`src/rtl/gen_inm_if.sv`:
```
// Instruction/immediate bundle between the decode stage and the immediate generator.
// The master drives the instruction side and the slave returns the registered immediate.
interface gen_inm_if;
   logic [31:0] instr;
   logic [2:0]  IMMSrc;
   logic        in_valid;
   logic [31:0] imm_out;
   logic        out_valid;
   logic        imm_err;

   modport master (
      output instr,
      output IMMSrc,
      output in_valid,
      input  imm_out,
      input  out_valid,
      input  imm_err
   );

   modport slave (
      input  instr,
      input  IMMSrc,
      input  in_valid,
      output imm_out,
      output out_valid,
      output imm_err
   );
endinterface

```
`src/rtl/gen_inm.sv`:
```
// RV32I immediate generator: extracts and extends the immediate selected by IMMSrc
// and presents it one cycle later from flops, flagging the reserved select code.
module gen_inm (
   input  logic       clk,
   input  logic       rst,
   gen_inm_if.slave   bus
);

   typedef enum logic [2:0] {
      SEL_I     = 3'b000,
      SEL_S     = 3'b001,
      SEL_U     = 3'b010,
      SEL_J     = 3'b011,
      SEL_SHAMT = 3'b100,
      SEL_B     = 3'b101,
      SEL_ZIMM  = 3'b110,
      SEL_RSVD  = 3'b111
   } imm_sel_t;

   imm_sel_t    sel;
   logic [31:0] imm_next;
   logic        err_next;
   logic        sign;

   assign sel  = imm_sel_t'(bus.IMMSrc);
   assign sign = bus.instr[31];

   always_comb begin
      imm_next = 32'h0;
      err_next = 1'b0;
      case (sel)
         SEL_I:     imm_next = {{20{sign}}, bus.instr[31:20]};
         SEL_S:     imm_next = {{20{sign}}, bus.instr[31:25], bus.instr[11:7]};
         SEL_U:     imm_next = {bus.instr[31:12], 12'b0};
         SEL_J:     imm_next = {{11{sign}}, bus.instr[31], bus.instr[19:12],
                                bus.instr[20], bus.instr[30:21], 1'b0};
         SEL_SHAMT: imm_next = {27'b0, bus.instr[24:20]};
         SEL_B:     imm_next = {{19{sign}}, bus.instr[31], bus.instr[7],
                                bus.instr[30:25], bus.instr[11:8], 1'b0};
         SEL_ZIMM:  imm_next = {27'b0, bus.instr[19:15]};
         SEL_RSVD:  err_next = 1'b1;
         default:   err_next = 1'b1;
      endcase
   end

   // Idle cycles keep the last immediate visible but withdraw out_valid.
   always_ff @(posedge clk) begin
      if (rst) begin
         bus.imm_out   <= 32'h0;
         bus.imm_err   <= 1'b0;
         bus.out_valid <= 1'b0;
      end else if (bus.in_valid) begin
         bus.imm_out   <= imm_next;
         bus.imm_err   <= err_next;
         bus.out_valid <= 1'b1;
      end else begin
         bus.out_valid <= 1'b0;
      end
   end

endmodule

```
`src/flat_wrapper.sv`:
```
// flat-port wrapper written by rule: the top's interface ports become plain ports
module gen_inm_flat 
  (clk, rst, bus_instr, bus_IMMSrc, bus_in_valid, bus_imm_out, bus_out_valid, bus_imm_err);
  gen_inm_if bus_i ();
  input  logic clk;
  input  logic rst;
  input wire logic [$bits(bus_i.instr)-1:0] bus_instr;
  input wire logic [$bits(bus_i.IMMSrc)-1:0] bus_IMMSrc;
  input wire logic [$bits(bus_i.in_valid)-1:0] bus_in_valid;
  output wire logic [$bits(bus_i.imm_out)-1:0] bus_imm_out;
  output wire logic [$bits(bus_i.out_valid)-1:0] bus_out_valid;
  output wire logic [$bits(bus_i.imm_err)-1:0] bus_imm_err;
  assign bus_i.instr = bus_instr;
  assign bus_i.IMMSrc = bus_IMMSrc;
  assign bus_i.in_valid = bus_in_valid;
  assign bus_imm_out = bus_i.imm_out;
  assign bus_out_valid = bus_i.out_valid;
  assign bus_imm_err = bus_i.imm_err;
  gen_inm u_core (.clk(clk), .rst(rst), .bus(bus_i));
endmodule
```
`config.mk`:
```
export PLATFORM = sky130hd
export DESIGN_NAME = gen_inm_flat
export DESIGN_NICKNAME = d
export VERILOG_FILES = /design/src/rtl/gen_inm_if.sv /design/src/rtl/gen_inm.sv /design/src/flat_wrapper.sv
export SDC_FILE = /design/constraint.sdc
export NUM_CORES = 1
export LEC_CHECK = 0
export CAP_MARGIN = 20
export CELL_PAD_IN_SITES_DETAIL_PLACEMENT = 0
export CELL_PAD_IN_SITES_GLOBAL_PLACEMENT = 1
export CORE_ASPECT_RATIO = 0.8
export CORE_UTILIZATION = 30
export DETAILED_ROUTE_END_ITERATION = 8
export DONT_BUFFER_PORTS = 1
export HOLD_SLACK_MARGIN = 0.08
export PLACE_DENSITY_LB_ADDON = 0.1
export SLEW_MARGIN = 20
export SYNTH_ARGS = -nofsm -noshare
export SYNTH_HDL_FRONTEND = slang
export SYNTH_SLANG_ARGS = --single-unit
```
`constraint.sdc`:
```
create_clock -name clk -period 1.61 [get_ports clk]
set_input_delay 0.483 -clock clk [delete_from_list [all_inputs] [get_ports clk]]
set_output_delay 0.483 -clock clk [all_outputs]
set_load 0.02 [all_outputs]
```
Yosys cells after proc, flatten, opt, wreduce, memory -nomap -nowiden
Cells that the tools add are included.
{ "totals": {"register_bits": 34, "in_bits": 38, "output_inout_bits": 34, "wordCells": 14} }
{ "classes": {"eq_ne": 7, "mux": 3, "n_reduce_logical": 1} }
{ "op_table": {"columns": ["op", "n"], "rows": [
  ["32-bit one-hot mux with 7 select lines", 1],
  ["3-bit equality test, second input constant", 4],
  ["3-bit by 2-bit equality test with 1-bit output, second input constant", 2],
  ["3-bit by 1-bit equality test with 1-bit output, second input constant", 1],
  ["3-bit logical NOT", 1],
  ["1-bit two-way mux", 2]
]} }

Longest topological paths before layout
Gate-level depths: netlist of the first run.
{ "depth": {"ltp_word": 2, "ltp_mapped": 6, "depth_no_buf": 4} }

Worst setup path after synthesis of the first run
Ideal clock, no wire load.
{ "synth_timing": {"path_type": "input port to flip-flop", "from": "input bus_IMMSrc[1]", "to": "register u_core.bus.imm_out[20]", "setup_ns": 0.122, "t_arrival_ns": 1.282, "t_required_ns": 1.488, "path_slack_ns": 0.206, "cell_stages": 6, "n_path_buf": 2, "cell_sequence": "buf_4 nor2b_4 nand2_1 nor2_1 buf_2 a221o_1"} }
{ "synth_via": {"elab_chain_len": 2, "elab_cells_between_ends": 8, "classes_between": "eq/ne (6); mux (1); reduce/logical (1)"} }
{ "synth_rtl": {"columns": ["element", "line", "text"], "rows": [
  ["start: declaration", "flat_wrapper.sv:8", "input wire logic [$bits(bus_i.IMMSrc)-1:0] bus_IMMSrc;"],
  ["3-bit equality test, or another cell as far along", "gen_inm.sv:31", "case (sel)"],
  ["32-bit one-hot mux with 7 select lines (*)", "gen_inm.sv:31", null],
  ["end signal: assignment", "gen_inm.sv:53", "bus.imm_out <= imm_next;"],
  ["end: declaration", "gen_inm_if.sv:24", "output imm_out,"]
]} }
Mark *: on every way between the ends. The rest lies on a longest branch, timed or not.
A chain may end at the register's enable or synchronous reset.

==> results.sh, run 1 <==
export IMPL_yosysWarnings=0
export IMPL_initial_core_util_pct=31.49
export IMPL_cts_made_buffers=5
export IMPL_slew_violations=0
export IMPL_synth_main_ff_cell="dfxtp_1"
export IMPL_cp_slowest_cell="nor2_1"
export IMPL_cts_resized=0
export IMPL_fmax_mhz=774.0
export IMPL_cts_tree="built"
export IMPL_port_buffers=0
export IMPL_syn_avg_cell_area_um2=9.396
export IMPL_grt_pass1_vias=1101
export IMPL_ys_async_sr_fraction_pct=0
export IMPL_finalCritPeriodShare_pct=80.25
export IMPL_synthCells=155
export IMPL_worst_pin_slew_ns=0.7616
export IMPL_nets=189
export IMPL_die_w_um=79.90
export IMPL_wl_per_cell_um=17.99
export IMPL_peakVddDrop_mv=0.3697
export IMPL_cp_startpoint="bus_in_valid"
export IMPL_drt_wl_total_mm=3.813
export IMPL_htreeDepth=2
export IMPL_syn_to_final_growth_pct=7.302
export IMPL_setup_viol=0
export IMPL_cap_violations=0
export IMPL_vias_per_cell=5.269
export IMPL_required_ns=1.83
export IMPL_synth_edf_count=0
export IMPL_die_h_um=64.32
export IMPL_root_buffer="clkbuf_8"
export IMPL_syn_area_um2=1456
export IMPL_worstHoldStart="rst"
export IMPL_path_buf_inv=0
export IMPL_drtIter0Drc=46
export IMPL_cellLeakagePower_nw=0.5599
export IMPL_cp_max_fo=29
export IMPL_p_per_area_nw_per_um2=1127
export IMPL_clkTransAtPathRegs_ns=0.07
export IMPL_synthesis_nets=193
export IMPL_diodes=0
export IMPL_hold_path_class="input pin to flip-flop"
export IMPL_hpwl_mm=2.809
export IMPL_core_area_um2=4624
export IMPL_arrival_ns=1.52
export IMPL_clockBufferDepth=2
export IMPL_hold_buffers=0
export IMPL_rr_startpoint="u_core.bus.imm_out[0]"
export IMPL_finalClockSkew_ns=0
export IMPL_postCtsSetupBuffers=0
export IMPL_drc=0
export IMPL_synth_cell_types=28
export IMPL_io_pins=72
export IMPL_gp_congestion=0.7388
export IMPL_grt_first_pass_wirelength_mm=5.906
export IMPL_slew_headroom_pct=49.04
export IMPL_postLayoutCoreUtil_pct=33.79
export IMPL_grt_use_total_pct=15.47
export IMPL_worst_setup_path_end_kind="flip-flop"
export IMPL_path_class="input pin to flip-flop"
export IMPL_cp_slowest_stage_delay_ns=0.58
export IMPL_critPathTopFamily="simple AND/OR/NAND/NOR gates"
export IMPL_start_kind="input pin"
export IMPL_finalHoldViolations=0
export IMPL_dieArea_um2=5139
export IMPL_antenna_found_initial=0
export IMPL_cts_sinks=34
export IMPL_insertion_delay_ns=0.28
export IMPL_tns_ns=0
export IMPL_grt_max_degree=30
export IMPL_status="complete, no violations"
export IMPL_period_needed_ns=1.292
export IMPL_synth_seq_cells=34
export IMPL_rows=22
export IMPL_synth_seq_area_share_pct=46.74
export IMPL_first_pass_iters=4
export IMPL_final_layout_size_suffix_gt1_share_pct=11.18
export IMPL_worstPathCellList="nor2b_2 -> nand2_1 -> nor2_1 -> a221o_1"
export IMPL_grt_ovfl_total=0
export IMPL_rsz0062_at_grt="false"
export IMPL_dr_total_vias=1117
export IMPL_ant_nets=0
-- state kept, by name (all words and copies together), names as in the netlist --
| signal | count |
|---|---|
| u_core.bus.imm_err | 1 |
| u_core.bus.out_valid | 1 |
| u_core.bus.imm_out | 32 |
-- power breakdown --
part,total (mW),internal (mW),switching (mW)
combinational,0.142,0.0742,0.0677
clock,0.637,0.345,0.293
sequential,0.982,0.891,0.0916
-- logic make-up after synthesis --
logic type / count (synthesis) / synth area share, %
flip-flops: 34 / 46.74
AO/OA/AOI/OAI: 51 / 26.20
buffers and inverters: 14 / 5.583
AND/OR/NAND/NOR: 56 / 21.48
-- final cells by class --
| cell class | count | area, um^2 |
|---|---|---|
| Multi-Input combinational cell | 107 | 696.9 |
| Inverter | 1 | 3.754 |
| Sequential cell | 34 | 680.7 |
| Clock inverter | 1 | 5.005 |
| Fill cell | 485 | 3062 |
| Timing Repair Buffer | 2 | 15.01 |
| Clock buffer | 7 | 86.33 |
| Tap cell | 60 | 75.07 |
-- routing by layer --
| metal | routed length [um] | track usage (%) |
|---|---|---|
| met1 | 1799 | 20.07 |
| met2 | 1666 | 22.01 |
| met3 | 329 | 8.000 |
| met4 | 18 | 4.688 |
| met5 | 0 | 0 |
-- worst paths after layout --
check	end	cells after the start	slack, ns
max	u_core.bus.imm_out[25]	4	0.32
min	u_core.bus.imm_out[0]	1	0.26
max reg2reg	u_core.bus.imm_out[0]	2	0.77
min reg2reg	u_core.bus.imm_out[8]	2	0.57
-- cell usage in the layout, fill, tap and decap left out, drive strengths merged, types with 3 or more instances in the layout --
master / synthesis / final
a21oi: 23 / 23
a221o: 11 / 11
a22o: 5 / 5
a311oi: 4 / 4
clkbuf: 4 / 7
dfxtp: 34 / 34
nand2: 3 / 3
nand2b: 9 / 9
nand3: 7 / 7
nor2: 12 / 12
nor2b: 13 / 13
nor3: 8 / 8
-- synthesized netlist by cell type (2+ instances only) --
| cell type | number | area share, % |
|---|---|---|
| dfxtp_1 | 34 | 47 |
| a21oi_1 | 23 | 7.9 |
| nor2_1 | 12 | 3.1 |
| a221o_1 | 11 | 7.6 |
| nor2b_1 | 10 | 4.3 |
| nand2b_1 | 9 | 3.9 |
| nor3_1 | 8 | 2.7 |
| nand3_1 | 7 | 2.4 |
| a22o_1 | 5 | 3.0 |
| buf_2 | 5 | 1.7 |
| a311oi_1 | 4 | 2.4 |
| clkbuf_1 | 4 | 1.0 |
| nand2_1 | 3 | 0.77 |
| a31oi_1 | 2 | 0.86 |
| buf_4 | 2 | 1.0 |
| buf_6 | 2 | 1.5 |
| nor2b_2 | 2 | 1.2 |
| o2bb2ai_1 | 2 | 1.2 |
-- per-stage QoR --
stage	total power, mW	worst slack (ns)	hold WS (ns)	instance area, um^2	instances
2_1_floorplan	1.143	0.2060	0.5471	1456	155
3_3_place_gp	1.139	0.04541	0.5520	1469	204
3_5_place_dp	1.145	0.006762	0.5562	1469	204
4_1_cts	1.787	0.3075	0.2525	1560	212
5_1_grt	1.846	0.2571	0.2460	1563	212
6_report	1.761	0.3180	0.2648	1563	212
Power figures use the tool's default switching activity.
==> run 2, diff against run 1 <==
Clock period 1.61 ns to 1.3 ns, I/O delays scaled along.
==> run 2 against run 1 <==
  * Die area unchanged
  * Combinational power increased by 25%
  * Non-clock buffer count increased by 1
  * Critical endpoint is now bus_imm_out[11]
==> results.sh, run 2 (synthesis gave the netlist of run 1 again) <==
export IMPL_initial_core_util_pct=31.49
export IMPL_dieArea_um2=5139
export IMPL_ant_nets=0
export IMPL_setup_viol=0
export IMPL_p_per_area_nw_per_um2=1450
export IMPL_drt_wl_total_mm=3.897
export IMPL_finalCritPeriodShare_pct=88.12
export IMPL_clockBufferDepth=2
export IMPL_cts_made_buffers=5
export IMPL_hold_buffers=0
export IMPL_largest_register="u_core.bus.imm_out"
export IMPL_hold_path_class="input pin to flip-flop"
export IMPL_gp_congestion=0.6774
export IMPL_status="complete, no violations"
export IMPL_final_common_cell="dfxtp_1"
export IMPL_final_layout_size_suffix_gt1_share_pct=13.07
export IMPL_wl_per_cell_um=18.30
export IMPL_worst_pin_slew_ns=0.6871
export IMPL_finalClockSkew_ns=0
export IMPL_io_pins=72
export IMPL_postCtsSetupBuffers=0
export IMPL_slew_violations=0
export IMPL_start_kind="flip-flop"
export IMPL_vias_per_cell=5.446
export IMPL_rsz0062_at_grt="false"
export IMPL_port_buffers=0
export IMPL_finalHoldViolations=0
export IMPL_cp_max_fo=2
export IMPL_first_pass_iters=4
export IMPL_drc=0
export IMPL_core_area_um2=4624
export IMPL_cts_sinks=34
export IMPL_diodes=0
export IMPL_die_h_um=64.32
export IMPL_dr_total_vias=1160
export IMPL_slew_headroom_pct=54.03
export IMPL_cts_tree="built"
export IMPL_final_cell_mix="dfxtp_1 (34), a21oi_1 (23), nor2_1 (11), a221o_1 (11), nor2b_1 (10)"
export IMPL_dpl_cell_count=205
export IMPL_htreeDepth=2
export IMPL_grt_pass1_vias=1094
export IMPL_grt_use_total_pct=16.19
export IMPL_power_total_mw=2.315
export IMPL_largestRegisters="u_core.bus.imm_out: 32 flops, u_core.bus.imm_err: 1 flops, u_core.bus.out_valid: 1 flops"
export IMPL_path_class="flip-flop to primary output"
export IMPL_grt_first_pass_wirelength_mm=6.099
export IMPL_die_w_um=79.90
export IMPL_cellLeakagePower_nw=0.5797
export IMPL_fin_cells=213
export IMPL_cap_violations=0
export IMPL_peakVddDrop_mv=0.5549
export IMPL_root_buffer="clkbuf_8"
export IMPL_clkTransAtPathRegs_ns=0.07
export IMPL_worst_setup_path_end_kind="primary output"
export IMPL_required_ns=0.91
export IMPL_drtIter0Drc=85
export IMPL_arrival_ns=0.76
export IMPL_insertion_delay_ns=0.28
export IMPL_antenna_found_initial=0
export IMPL_largest_register_ffs=32
export IMPL_nFillCells=496
export IMPL_period_needed_ns=1.146
export IMPL_fmax_mhz=873.0
export IMPL_cts_resized=0
export IMPL_syn_to_final_growth_pct=9.622
export IMPL_nets=190
export IMPL_hpwl_mm=2.753
export IMPL_grt_max_degree=30
export IMPL_grt_ovfl_total=0
export IMPL_rows=22
## run 2: layer usage
| layer | part of all wire [%] | track usage (%) |
|---|---|---|
| met4 | 1.5 | 6.696 |
| met2 | 42 | 21.79 |
| met3 | 10 | 8.429 |
| met1 | 46 | 21.30 |
| met5 | 0 | 0 |
## run 2: worst paths after layout
path	startpoint	to	slack, ns	depth (start not counted)
hold reg to reg	u_core.bus.imm_out[6]	u_core.bus.imm_out[6]	0.57	2
hold / removal	rst	u_core.bus.imm_out[0]	0.16	1
setup reg to reg	u_core.bus.imm_out[21]	u_core.bus.imm_out[21]	0.47	1
setup / recovery	u_core.bus.imm_out[11]	bus_imm_out[11]	0.15	0
## run 2: report_power, final
group / total, mW / switching (mW) / internal (mW)
sequential: 1.22 / 0.113 / 1.10
clock: 0.921 / 0.386 / 0.535
combinational: 0.178 / 0.0816 / 0.0967
total: 2.32 / 0.581 / 1.73
## run 2: layout make-up
class	count	area (um^2)	area share, %
multi-input cells	107	704.4	44.12
clock buffers	8	110.1	6.897
flip-flops and latches	34	680.7	42.63
inverters	1	3.754	0.2351
repair buffers	3	22.52	1.411
well taps	60	75.07	4.702
## run 2: through the flow
stage	util, %	TNS [ns]	instance area, um^2	hold slack [ns]	setup slack (ns)
3_3_place_gp	32.09	-3.849	1484	0.4589	-0.2497
6_report	34.52	0	1597	0.1568	0.1545
3_5_place_dp	32.09	-4.267	1484	0.4594	-0.2820
2_1_floorplan	-	0	1470	0.5278	0.01202
5_1_grt	34.52	0	1597	0.1376	0.05267
4_1_cts	34.47	0	1594	0.1498	0.01682
